### src/rtl/store_drain_buffer.sv
// store_drain_buffer
//   Posted-store queue between the core memory stage and the data memory.
//   Stores are accepted into a DEPTH-entry circular queue and drained one
//   per cycle into the memory write port. Loads are checked against the
//   queued stores so the core never observes stale memory contents.
//
//   Optional feature macro: STORE_FWD_EN
//     defined   : loads forward from the youngest matching queued store,
//                 the drain yields the port to loads, ldStall is tied low.
//     undefined : no compare logic; a load with stores pending is stalled
//                 while the queue keeps draining until it is empty.
//
// Ports
//   clk, reset      clock, synchronous active-low reset
//   stValid/stReady store handshake; stAddr/stData store byte address/data
//   ldReq, ldAddr   load this cycle (claims the memory port), byte address
//   ldHit, ldData   forwarded store data for the load
//   ldStall         core must retry the load next cycle
//   memWrEn/memAddr/memData  data memory write port
//   empty, count    queue occupancy
module store_drain_buffer #(
  parameter int DATA_BIT_WIDTH = 32,
  parameter int DMEMADDRBITS   = 13,
  parameter int DMEMWORDBITS   = 2,
  parameter int DEPTH          = 4,
  parameter int PTR_BITS       = 2
) (
  input  logic                      clk,
  input  logic                      reset,
  input  logic                      stValid,
  output logic                      stReady,
  input  logic [DATA_BIT_WIDTH-1:0] stAddr,
  input  logic [DATA_BIT_WIDTH-1:0] stData,
  input  logic                      ldReq,
  input  logic [DATA_BIT_WIDTH-1:0] ldAddr,
  output logic                      ldHit,
  output logic [DATA_BIT_WIDTH-1:0] ldData,
  output logic                      ldStall,
  output logic                      memWrEn,
  output logic [DATA_BIT_WIDTH-1:0] memAddr,
  output logic [DATA_BIT_WIDTH-1:0] memData,
  output logic                      empty,
  output logic [PTR_BITS:0]         count
);

  typedef struct packed {
    logic [DATA_BIT_WIDTH-1:0] addr;
    logic [DATA_BIT_WIDTH-1:0] data;
  } ent_t;

  localparam logic [PTR_BITS:0] FULL_CNT = (PTR_BITS+1)'(DEPTH);

  ent_t [DEPTH-1:0]    ent;
  logic [PTR_BITS-1:0] head, tail;
  logic [PTR_BITS:0]   cnt;
  logic                push, pop, pending;

  // Occupancy alone decides full/empty; the pointers just wrap.
  assign pending = reset && (cnt != '0);
  assign stReady = reset && (cnt != FULL_CNT);
  assign push    = stValid && stReady;
  assign pop     = memWrEn;

  // The count register only clears on the reset edge, so the visible
  // occupancy is forced to zero for the whole time reset is held low.
  assign count   = reset ? cnt : '0;
  assign empty   = !pending;

  assign memAddr = ent[head].addr;
  assign memData = ent[head].data;

  always_ff @(posedge clk) begin
    if (!reset) begin
      head <= '0;
      tail <= '0;
      cnt  <= '0;
    end else begin
      if (push) tail <= tail + 1'b1;
      if (pop)  head <= head + 1'b1;
      case ({push, pop})
        2'b10:   cnt <= cnt + 1'b1;
        2'b01:   cnt <= cnt - 1'b1;
        default: cnt <= cnt;
      endcase
    end
  end

  // Entry storage carries no reset: contents are don't-care until written.
  always_ff @(posedge clk) begin
    if (push) ent[tail] <= '{addr: stAddr, data: stData};
  end

  logic unused_ldaddr;
  assign unused_ldaddr = ^ldAddr;

`ifdef STORE_FWD_EN
  logic [DEPTH-1:0] match;

  // Raw word-address compare per entry; validity is applied by age below.
  for (genvar i = 0; i < DEPTH; i++) begin : g_cmp
    assign match[i] = (ent[i].addr[DMEMADDRBITS-1:DMEMWORDBITS] ==
                       ldAddr[DMEMADDRBITS-1:DMEMWORDBITS]);
  end

  // Walk entries oldest to youngest so the youngest valid match wins.
  // The head entry stays valid even while it is being popped.
  always_comb begin
    logic [PTR_BITS-1:0] idx;
    ldHit  = 1'b0;
    ldData = '0;
    idx    = '0;
    for (int k = 0; k < DEPTH; k++) begin
      idx = head + PTR_BITS'(k);
      if (reset && ((PTR_BITS+1)'(k) < cnt) && match[idx]) begin
        ldHit  = 1'b1;
        ldData = ent[idx].data;
      end
    end
  end

  assign ldStall = 1'b0;
  assign memWrEn = pending && !ldReq;
`else
  // Without forwarding the load waits for the queue to empty, so the
  // drain keeps the port even while a load is being held.
  assign ldHit   = 1'b0;
  assign ldData  = '0;
  assign ldStall = ldReq && pending;
  assign memWrEn = pending;
`endif

endmodule

### config.mk
export PLATFORM = sky130hd
export DESIGN_NAME = store_drain_buffer
export DESIGN_NICKNAME = d
export VERILOG_FILES = /design/src/rtl/store_drain_buffer.sv
export SDC_FILE = /design/constraint.sdc
export NUM_CORES = 1
export LEC_CHECK = 0
export ABC_AREA = 1
export BUFFER_PORTS_ARGS = -buffer_cell sky130_fd_sc_hd__buf_4
export CORE_UTILIZATION = 45
export DETAILED_ROUTE_END_ITERATION = 10
export GPL_TIMING_DRIVEN = 0
export PLACE_DENSITY = 0.68
export SYNTH_ARGS = -nofsm -noshare
export SYNTH_HDL_FRONTEND = slang
export SYNTH_SLANG_ARGS = --single-unit
### constraint.sdc
create_clock -name clk -period 4.3 [get_ports clk]
set_input_delay 0.645 -clock clk [delete_from_list [all_inputs] [get_ports clk]]
set_output_delay 0.645 -clock clk [all_outputs]
set_load 0.1 [all_outputs]
* Yosys cells after proc, flatten, opt, wreduce, memory -nomap -nowiden
Index checks and enable logic that the tools add are counted.
W data, S select, Z words.
** Operators by class
- Add/subtract/negate cells :: 4
- Order comparisons :: 3
- Eq/ne operators :: 3
- Muxes and demuxes :: 7
- Reductions and logical operators :: 8
** Operators by type and width (number)
- $bwmux W256 :: 1
- $bmux W64 S2 :: 1
- $demux W64 S2 :: 1
- $mux W64 :: 2
- $lt A2 B3 Y1 const B :: 2
- $pmux W3 S2 :: 1
- $logic_and A1 B1 Y1 :: 5
- $add A2 B1 Y2 const B :: 2
- $add A3 B1 Y3 const B :: 1
- $mux W3 :: 1
- $ne A3 B3 Y1 const B :: 1
- $reduce_bool A3 Y1 :: 1
- $sub A3 B1 Y3 const B :: 1
- $eq A2 B1 Y1 const B :: 1
- $eq A2 B2 Y1 const B :: 1
- $ge A2 B1 Y1 const B :: 1
- $reduce_bool A2 Y1 :: 1
- $logic_not A1 Y1 :: 1
** Word-level totals
- Flip-flop bits (word level) :: 263
- Input bits :: 100
- Output and inout port bits :: 104
- Word-level logic and storage cells :: 36

* Depth between registers and ports, before layout
Gate-level depths: netlist of the first run.
- Word-level depth :: 5
- Depth in mapped cells :: 13
- Depth with buffers taken out :: 13

* Worst setup path after synthesis of the first run
Ideal clock, no wire load.
- Path kind :: input -> register
- From :: in reset
- To :: reg ent[0] (netlist name) (enable)
- Library setup time :: 0.487 ns
- Arrival time :: 4.600 ns
- Required time :: 3.813 ns
- Path slack :: -0.786 ns
- Stages on the path :: 5
- Path buffers :: 1
- Cell sequence :: buf_4 -> nand2_1 -> nand3_1 -> nand2_1 -> nor2_1
** On the way
- Longest elaborated chain between the ends :: 2
** Ends and longest elaborated chain
- from (decl) :: RTL line 29 : input logic reset,
- $logic_and A1 B1 Y1 :: RTL line 60 : assign stReady = reset && (cnt != FULL_CNT);
- named net stReady :: RTL line 31 : output logic stReady,
- $logic_and A1 B1 Y1 :: RTL line 61 : assign push = stValid && stReady;
- to (signal, indexed assignment) :: RTL line 90 : if (push) ent[tail] <= '{addr: stAddr, data: stData};
- to (decl) :: RTL line 53 : ent_t [DEPTH-1:0] ent;
The timed path passes the listed nets, and every way through them passes these cells.
A chain may end at the register's enable or synchronous reset.

* Worst setup path after layout of the first run
- From :: reg head[1]
- To :: out memData[31]
** On the way
- Longest elaborated chain between the ends :: 2
** Ends and longest elaborated chain
- from (decl) :: RTL line 54 : logic [PTR_BITS-1:0] head, tail;
- from (signal assigned) :: RTL line 79 : if (pop) head <= head + 1'b1;
- $bmux W64 S2 :: RTL line 70 : assign memData = ent[head].data;
- $mux W64 (not written as such) :: RTL line 70
- to (decl) :: RTL line 41 : output logic [DATA_BIT_WIDTH-1:0] memData,
No other way between the ends. The select of a mux whose other input is x is not followed.

==> impl_metrics.env, run 1 <==
export IMPL_grt_overflow=0
export IMPL_cts_buffers=27
export IMPL_synthesis_area_sq_um=10200
export IMPL_dieArea_sq_um=23200
export IMPL_ys_async_sr_fraction=0
export IMPL_grt_antenna_before_repair=0
export IMPL_cts_htree_levels=1
export IMPL_timing_hold_worst_class="in -> reg"
export IMPL_detail_route_antenna_nets=0
export IMPL_dp_final_hpwl_um=14200
export IMPL_pins_over_slew_limit=0
export IMPL_cts_sinks=263
export IMPL_status="finished, violations left"
export IMPL_violations="DRC"
export IMPL_drive_above_1_share=0.266
export IMPL_total_of_cells_resized_after_clock_tree_synthesis=0
export IMPL_ioPinCount=204
export IMPL_setup_worst_path_start_class="register"
export IMPL_cts_setup_buffers=0
export IMPL_globalRouteTotalUtil=0.192
export IMPL_syn_avg_cell_area_sq_um=14.0
export IMPL_grt_max_degree=30
export IMPL_fmaxAchievable_ghz=0.346
export IMPL_cts_root_buf="sky130_fd_sc_hd__clkbuf_16"
export IMPL_grt_pass1_vias=6203
export IMPL_timing_critical_path_fanout_max=10
export IMPL_max_slew_headroom_at_the_worst_pin=0.570
export IMPL_floorplan_initialDensity=0.463
export IMPL_synth_cells_most_frequent="sky130_fd_sc_hd__edfxtp_1, sky130_fd_sc_hd__nor2_1, sky130_fd_sc_hd__o21ai_0"
export IMPL_netlist_top_cells_area="sky130_fd_sc_hd__edfxtp_1, sky130_fd_sc_hd__o21ai_0, sky130_fd_sc_hd__nor2_1"
export IMPL_timing_worst_slew_pin_value_ns=0.644
export IMPL_floorplan_die_height_um=152
export IMPL_synth_edff_count=256
export IMPL_num_vias=6342
export IMPL_insertion_delay_ns=0.52
export IMPL_route_detailed_drc=14
export IMPL_area_inside_the_core_boundary_sq_um=22000
export IMPL_totalWireLength_um=22300
export IMPL_worst_clock_skew_ns=0.00887
export IMPL_synth_top_cell_by_area="sky130_fd_sc_hd__edfxtp_1"
export IMPL_post_synth_num_cell_types=20
export IMPL_cts_tree="built"
export IMPL_required_ns=3.65
export IMPL_period_share=0.673
export IMPL_place_gp_congestion=0.771
export IMPL_synth_top_cell_area_share=0.756
export IMPL_clk_pin_slew_worst_paths_ns=0.06
export IMPL_crit_arrival_ns=2.25
export IMPL_detail_route_vias_per_cell=5.14
export IMPL_synth_flop_cell="sky130_fd_sc_hd__edfxtp_1"
export IMPL_worstSetupEndpointType="output pin"
export IMPL_number_of_failing_hold_endpoints_at_the_final_stage=0
export IMPL_grt_pass1_wl_um=34100
export IMPL_period_needed_ns=2.89
export IMPL_drt_first_iter_violations=324
export IMPL_setup_repair_after_global_routing_missed_its_margin="no"
export IMPL_timing_worst_setup_path_type="reg -> out"
export IMPL_drt_wirelength_per_cell_um=18.1
export IMPL_post_synth_inst_count=728
export IMPL_rows=54
export IMPL_sequential_share_of_the_synthesized_area=0.770
export IMPL_areaGrowthSynthToFinish_pct=25.6
export IMPL_port_buffer_count=138
export IMPL_nets=1041
export IMPL_postSynthRegisterBits=263
export IMPL_yosys_warnings=0
export IMPL_clk_path_buf_depth=3
export IMPL_setup_viol_count_final=0
export IMPL_post_synth_top_count_cell="sky130_fd_sc_hd__edfxtp_1"
export IMPL_die_w_um=152
export IMPL_fin_setup_tns_ns=0
export IMPL_diodes=0
export IMPL_drv_cap=0
export IMPL_detail_route_first_pass_iterations=8
export IMPL_ctsHoldBuffers=0
## flip-flops by register name, summed over array words and instances (netlist names)
register / cells
cnt: 3
ent: 256
head: 2
tail: 2
## metrics by stage
stage | instance area, sq um | hold slack, ns | setup slack, ns | utilization | cells
after detailed placement | 11900 | 0.541 | 1.46 | 0.540 | 1186
after CTS | 12800 | 0.302 | 1.35 | 0.581 | 1235
after global routing | 12800 | 0.305 | 1.23 | 0.581 | 1235
final | 12800 | 0.324 | 1.41 | 0.581 | 1235
after floorplan | 10300 | 0.502 | -0.786 | - | 760
after global placement | 11700 | 0.534 | -2.46 | 0.531 | 1178
## cell usage in the layout, fill, tap and decap left out, types with 8 or more instances in the layout
master and instances:
sky130_fd_sc_hd__buf_12 8, sky130_fd_sc_hd__buf_2 23, sky130_fd_sc_hd__buf_4 175, sky130_fd_sc_hd__clkbuf_1 20
sky130_fd_sc_hd__clkbuf_16 27, sky130_fd_sc_hd__conb_1 33, sky130_fd_sc_hd__edfxtp_1 256, sky130_fd_sc_hd__inv_1 19
sky130_fd_sc_hd__nand2_1 19, sky130_fd_sc_hd__nor2_1 133, sky130_fd_sc_hd__o21ai_0 123, sky130_fd_sc_hd__o22ai_1 64
## layout make-up
type / instances / area [sq um]
Fill cell: 1746 / 9190
Sequential cell: 263 / 7830
Multi-Input combinational cell: 401 / 1940
Timing Repair Buffer: 146 / 1200
Clock buffer: 33 / 698
Buffer: 76 / 468
Tap cell: 280 / 350
Clock inverter: 16 / 208
Inverter: 20 / 75.1
## path summary, 6_finish.rpt
check                            start                    to  slack, ns  cells after the start
setup / recovery  head[1]$_SDFFE_PN0N_           memData[31]       1.41                      6
hold reg to reg   tail[1]$_SDFFE_PN0P_  tail[1]$_SDFFE_PN0P_       0.55                      2
hold / removal               stAddr[5]    ent[229]$_DFFE_PP_       0.32                      1
setup reg to reg   cnt[1]$_SDFFE_PN0P_      ent[2]$_DFFE_PP_       1.92                      6
## cells by family after synthesis
kind of cell             share of synthesized area
AO/OA/AOI/OAI                                0.107
adder cells (fa/ha/maj)                    0.00813
flip-flops                                   0.770
other                                     0.000369
AND/OR/NAND/NOR                             0.0609
buffers and inverters                       0.0534
## critical path, stage by stage (launching register included)
cell	delay, ns
sky130_fd_sc_hd__dfxtp_1	0.35
sky130_fd_sc_hd__inv_1	0.08
sky130_fd_sc_hd__buf_4	0.18
sky130_fd_sc_hd__clkbuf_1	0.38
sky130_fd_sc_hd__o21ai_0	0.16
sky130_fd_sc_hd__o22ai_1	0.24
sky130_fd_sc_hd__buf_4	0.35
## layer usage
metal	wire, um	GRT usage	part of all wire	vias up
met5	0	0	0	-
met2	10800	0.322	0.49	217
li1	-	-	-	3040
met3	1510	0.0330	0.068	35
met1	9550	0.258	0.43	3050
met4	441	0.0544	0.020	0
Power of run 1 is not shown: default switching activity piles up to over one toggle a cycle in this logic, so the estimate is an artifact.
==> run 2: changes to the inputs <==
PLACE_DENSITY = 0.65   (was 0.68)
clock period = 3 ns   (was 4.3 ns; I/O delays follow)
==> run 2 against run 1 <==
  * The run still ends with DRC left
  * Register-to-register slack worse by 1.3 ns
  * Critical path depth stayed put
  * First-iteration DRC count is 24% higher
  * Core utilization decreased by 0.57 points
  * Flip-flop and latch count is the same
  * Clock skew fell by 0.00082 ns
  * Wire length is 0.33% lower
  * Final cell count shrank 0.16%
  * Largest cell class unchanged
==> impl_metrics.env, run 2 (same netlist as run 1, synthesis figures left out) <==
export IMPL_clk_path_buf_depth=3
export IMPL_timing_worst_slew_pin_value_ns=0.793
export IMPL_rows=54
export IMPL_hold_depth=1
export IMPL_final_cell_mix="sky130_fd_sc_hd__edfxtp_1, sky130_fd_sc_hd__buf_4, sky130_fd_sc_hd__nor2_1"
export IMPL_worstSetupEndpointType="output pin"
export IMPL_clk_pin_slew_worst_paths_ns=0.06
export IMPL_route_detailed_drc=14
export IMPL_cts_tree="built"
export IMPL_grt_pass1_vias=6309
export IMPL_diodes=0
export IMPL_grt_max_degree=31
export IMPL_drive_above_1_share=0.260
export IMPL_areaGrowthSynthToFinish_pct=24.4
export IMPL_grt_overflow=0
export IMPL_timing_critical_path_fanout_max=10
export IMPL_fin_worst_setup_slack_ns=0.307
export IMPL_area_inside_the_core_boundary_sq_um=22000
export IMPL_power_per_cell_area_nw_per_um2=1120
export IMPL_grt_antenna_before_repair=0
export IMPL_globalRouteTotalUtil=0.189
export IMPL_commonest_non_fill_non_tap_cell_in_the_layout="sky130_fd_sc_hd__edfxtp_1"
export IMPL_insertion_delay_ns=0.52
export IMPL_setup_viol_count_final=0
export IMPL_dp_final_hpwl_um=13800
export IMPL_detail_route_first_pass_iterations=8
export IMPL_place_gp_congestion=0.713
export IMPL_multiInputGateArea_sq_um=1950
export IMPL_largest_register="ent"
export IMPL_setup_worst_path_start_class="register"
export IMPL_reg2regPathDepth=6
export IMPL_status="finished, violations left"
export IMPL_max_slew_headroom_at_the_worst_pin=0.470
export IMPL_ctsHoldBuffers=0
export IMPL_totalWireLength_um=22300
export IMPL_cts_root_buf="sky130_fd_sc_hd__clkbuf_16"
export IMPL_drv_cap=0
export IMPL_floorplan_die_height_um=152
export IMPL_cts_setup_buffers=0
export IMPL_drt_wirelength_per_cell_um=18.1
export IMPL_die_w_um=152
export IMPL_floorplan_initialDensity=0.463
export IMPL_required_ns=2.55
export IMPL_period_share=0.898
export IMPL_seq_area_sq_um=7830
export IMPL_dieArea_sq_um=23200
export IMPL_violations="DRC"
export IMPL_crit_arrival_ns=2.24
export IMPL_biggestRegsByFlops="ent x256, cnt x3"
export IMPL_worst_clock_skew_ns=0.00805
export IMPL_cts_buffers=26
export IMPL_largest_register_ff_count=256
export IMPL_final_fill_count=1791
export IMPL_placed_cells_incl_taps=1186
export IMPL_setup_repair_after_global_routing_missed_its_margin="no"
export IMPL_timing_worst_setup_path_type="reg -> out"
export IMPL_total_of_cells_resized_after_clock_tree_synthesis=0
export IMPL_max_vdd_ir_drop_v=0.000923
export IMPL_grt_pass1_wl_um=33700
export IMPL_cts_sinks=263
export IMPL_fmaxAchievable_ghz=0.371
export IMPL_num_vias=6388
export IMPL_cts_htree_levels=1
export IMPL_detail_route_vias_per_cell=5.18
export IMPL_period_needed_ns=2.69
export IMPL_instances_no_fill=1233
export IMPL_ioPinCount=204
export IMPL_pins_over_slew_limit=0
export IMPL_detail_route_antenna_nets=0
export IMPL_nets=1040
export IMPL_fraction_of_the_core_area_covered_by_cells_at_the_end_of_the_flow=0.576
export IMPL_drt_first_iter_violations=401
export IMPL_timing_hold_worst_class="in -> reg"
export IMPL_port_buffer_count=138
export IMPL_number_of_failing_hold_endpoints_at_the_final_stage=0
export IMPL_pre_cts_ws_ns=0.298
export IMPL_total_leakage_power_nw=4.66
-- run 2: stage by stage --
stage          total power [mW]  cell area, sq um  TNS, ns  hold WS [ns]
2_1_floorplan              9.77             10300        0         0.502
3_3_place_gp               11.3             11700   -82.40         0.532
3_5_place_dp               11.4             11900        0         0.536
4_1_cts                    14.3             12600        0         0.104
5_1_grt                    14.7             12600        0         0.108
6_report                   14.2             12600        0         0.121
-- run 2: worst paths after layout --
path / endpoint / start / slack, ns
worst max-delay path: memAddr[17] / head[1]$_SDFFE_PN0N_ / 0.31
worst max register to register: ent[173]$_DFFE_PP_ / cnt[1]$_SDFFE_PN0P_ / 0.60
worst min-delay path: ent[202]$_DFFE_PP_ / stData[10] / 0.12
worst min register to register: tail[1]$_SDFFE_PN0P_ / tail[1]$_SDFFE_PN0P_ / 0.54
-- run 2: layer usage --
layer  vias up  GRT usage  share of wire
met5         -          0              0
met4         0     0.0675          0.021
met3        35     0.0347          0.071
met2       226      0.317           0.49
met1      3096      0.247           0.42
li1       3031          -              -
-- run 2: area by class of cell --
cell class / instances / share of cell area
flip-flops and latches: 263 / 0.619
multi-input cells: 401 / 0.154
repair buffers: 146 / 0.0946
clock buffers: 35 / 0.0574
plain buffers: 76 / 0.0370
well taps: 280 / 0.0277
inverters: 20 / 0.00594
clock inverters: 12 / 0.00396
-- run 2: critical path, stage by stage, from the launching register on --
cell	delay [ns]
sky130_fd_sc_hd__dfxtp_1	0.33
sky130_fd_sc_hd__inv_1	0.07
sky130_fd_sc_hd__buf_4	0.20
sky130_fd_sc_hd__clkbuf_1	0.40
sky130_fd_sc_hd__o21ai_0	0.18
sky130_fd_sc_hd__o22ai_1	0.21
sky130_fd_sc_hd__buf_4	0.33
-- run 2: where the power goes --
group          switching (mW)  internal (mW)  leakage [nW]  total, mW
combinational            5.53           1.29          1.90       6.82
sequential             0.0802           4.36          2.39       4.44
clock                    1.26           1.68         0.382       2.94
Note: power is estimated with default switching activity, not from simulation.
==> run 3: changes to the inputs <==
ABC_AREA = unset   (was 1)
PLACE_DENSITY = 0.66   (was 0.65)
==> run 3 against run 2 <==
  * The run now ends clean
  * Sequential power fell by 2%
  * Sequential share of layout area rose by 1.4 points
  * Non-clock buffer count fell by 31
  * Clock-buffer cell count fell by 3
  * Global-route usage fell by 3.0 points
  * Maximum frequency rose by 5.2%
  * Area after synthesis fell by 1.8%
  * Register-to-register slack got worse by 0.09 ns
  * Via count fell by 29%
  * Die area fell by 1.8%
  * Critical endpoint is now memAddr[7]
  * Largest cell class unchanged
  * Highest routed layer unchanged
==> impl_metrics.env, run 3 <==
export IMPL_status="completed"
export IMPL_cts_htree_levels=1
export IMPL_dp_final_hpwl_um=11100
export IMPL_num_vias=4558
export IMPL_post_synth_num_cell_types=25
export IMPL_rrSetupSlack_ns=0.51
export IMPL_ctsHoldBuffers=0
export IMPL_setup_viol_count_final=0
export IMPL_drive_above_1_share=0.452
export IMPL_cpMostUsedCell="sky130_fd_sc_hd__buf_2"
export IMPL_die_w_um=151
export IMPL_detail_route_first_pass_iterations=4
export IMPL_nets=731
export IMPL_largest_register="ent"
export IMPL_port_buffer_count=138
export IMPL_grt_pass1_wl_um=26900
export IMPL_synth_top_cell_area_share=0.770
export IMPL_synth_edff_count=256
export IMPL_placed_cells_incl_taps=876
export IMPL_grt_max_degree=37
export IMPL_syn_avg_cell_area_sq_um=23.6
export IMPL_netlist_top_cells_area="sky130_fd_sc_hd__edfxtp_1, sky130_fd_sc_hd__mux4_2, sky130_fd_sc_hd__buf_4"
export IMPL_max_slew_headroom_at_the_worst_pin=0.540
export IMPL_crit_arrival_ns=2.11
export IMPL_globalRouteTotalUtil=0.159
export IMPL_area_inside_the_core_boundary_sq_um=21800
export IMPL_worstSetupEndpointType="output pin"
export IMPL_biggestRegsByFlops="ent x256, cnt x3"
export IMPL_route_detailed_drc=0
export IMPL_period_needed_ns=2.56
export IMPL_drv_cap=0
export IMPL_instances_no_fill=921
export IMPL_period_share=0.853
export IMPL_required_ns=2.55
export IMPL_ys_async_sr_fraction=0
export IMPL_pre_cts_ws_ns=0.471
export IMPL_cts_root_buf="sky130_fd_sc_hd__clkbuf_16"
export IMPL_fin_worst_setup_slack_ns=0.440
export IMPL_synthesis_area_sq_um=9980
export IMPL_cts_buffers=27
export IMPL_insertion_delay_ns=0.53
export IMPL_sequential_share_of_the_synthesized_area=0.784
export IMPL_cp_slowest_stage_delay_ns=0.37
export IMPL_grt_pass1_vias=4886
export IMPL_fmaxAchievable_ghz=0.391
export IMPL_drt_first_iter_violations=151
export IMPL_diodes=0
export IMPL_cts_sinks=263
export IMPL_largest_register_ff_count=256
export IMPL_post_synth_top_count_cell="sky130_fd_sc_hd__edfxtp_1"
export IMPL_ioPinCount=204
export IMPL_cts_setup_buffers=0
export IMPL_timing_worst_setup_path_type="reg -> out"
export IMPL_final_cell_mix="sky130_fd_sc_hd__edfxtp_1, sky130_fd_sc_hd__buf_4, sky130_fd_sc_hd__mux4_2"
export IMPL_clk_path_buf_depth=3
export IMPL_timing_critical_path_fanout_max=10
export IMPL_path_delay_family="buffers and inverters"
export IMPL_total_leakage_power_nw=4.32
export IMPL_cts_tree="built"
export IMPL_place_gp_congestion=0.707
export IMPL_floorplan_die_height_um=151
export IMPL_setup_repair_after_global_routing_missed_its_margin="no"
export IMPL_grt_overflow=0
export IMPL_detail_route_vias_per_cell=4.95
export IMPL_drt_wirelength_per_cell_um=19.1
export IMPL_post_synth_inst_count=422
export IMPL_total_of_cells_resized_after_clock_tree_synthesis=0
export IMPL_postSynthRegisterBits=263
export IMPL_crit_path_cell_trace="buf_2 > buf_2 > mux4_2 > buf_4"
export IMPL_synth_top_cell_by_area="sky130_fd_sc_hd__edfxtp_1"
export IMPL_max_vdd_ir_drop_v=0.000551
export IMPL_synth_flop_cell="sky130_fd_sc_hd__edfxtp_1"
export IMPL_commonest_non_fill_non_tap_cell_in_the_layout="sky130_fd_sc_hd__edfxtp_1"
export IMPL_detail_route_antenna_nets=0
export IMPL_pins_over_slew_limit=0
export IMPL_totalWireLength_um=17600
export IMPL_yosys_warnings=0
export IMPL_number_of_failing_hold_endpoints_at_the_final_stage=0
export IMPL_setup_worst_path_start_class="register"
export IMPL_floorplan_initialDensity=0.459
export IMPL_cp_num_buf_inv=3
export IMPL_rows=54
export IMPL_grt_antenna_before_repair=0
export IMPL_slowest_stage="sky130_fd_sc_hd__mux4_2"
export IMPL_dieArea_sq_um=22800
export IMPL_synth_cells_most_frequent="sky130_fd_sc_hd__edfxtp_1, sky130_fd_sc_hd__mux4_2, sky130_fd_sc_hd__buf_4"
export IMPL_worst_clock_skew_ns=0.0306
export IMPL_areaGrowthSynthToFinish_pct=23.8
export IMPL_clk_pin_slew_worst_paths_ns=0.06
export IMPL_timing_hold_worst_class="in -> reg"
export IMPL_power_per_cell_area_nw_per_um2=965
export IMPL_timing_worst_slew_pin_value_ns=0.691
==> run 3: cell types whose count changed in the layout (fill, tap and decap cells not counted), sizes merged, moves of 3 or more <==
cell	change
o22ai	-64
nand4	-3
nor2	-136
and2	+11
clkbuf	-15
mux4	+64
inv	-11
a21oi	-4
nand2	-14
buf	-19
o21ai	-127
==> run 3: layer usage <==
layer  vias up  routed length, um  GRT usage
met3        18                873     0.0322
met4         0                238     0.0445
met1      2349               7040      0.200
met5         -                  0          0
met2       109               9440      0.279
li1       2082                  -          -
==> run 3: worst paths after layout <==
path                        startpoint              endpoint  depth (start not counted)
setup / recovery  head[1]$_SDFFE_PN0N_            memAddr[7]                          4
hold reg to reg   tail[0]$_SDFFE_PN0P_  tail[0]$_SDFFE_PN0P_                          2
setup reg to reg   cnt[0]$_SDFFE_PN0P_   cnt[2]$_SDFFE_PN0P_                          9
hold / removal              stData[27]    ent[219]$_DFFE_PP_                          1
==> run 3: cells by family after synthesis <==
logic type	Yosys count	synth area share
compound gates	7	0.00439
buf+inv	57	0.0428
xor+xnor	3	0.00263
other cells	1	0.000376
simple gates	19	0.0107
fa+ha+maj	6	0.00828
mux	66	0.146
flops	263	0.784
==> run 3: layout make-up <==
| type | count | area, sq um |
|---|---|---|
| Clock buffer | 32 | 694 |
| Multi-Input combinational cell | 134 | 1850 |
| Fill cell | 1665 | 9400 |
| Timing Repair Buffer | 142 | 1120 |
| Tap cell | 280 | 350 |
| Clock inverter | 13 | 86.3 |
| Sequential cell | 263 | 7830 |
| Buffer | 49 | 397 |
| Inverter | 8 | 30.0 |
==> run 3: where the power goes <==
group / switching (mW) / internal [mW]
Combinational: 3.44 / 1.16
Clock: 1.26 / 1.72
Sequential: 0.0695 / 4.28
==> run 3: through the flow <==
step           instance area, sq um  setup TNS (ns)  hold WS [ns]  power, mW   util
2_1_floorplan                 10100               0         0.468       8.17      -
3_3_place_gp                  11500         -309.90         0.475       9.03  0.528
3_5_place_dp                  11600               0         0.522       9.08  0.532
4_1_cts                       12400               0        0.0921       12.1  0.568
5_1_grt                       12400               0        0.0917       12.3  0.568
6_report                      12400               0         0.118       11.9  0.568
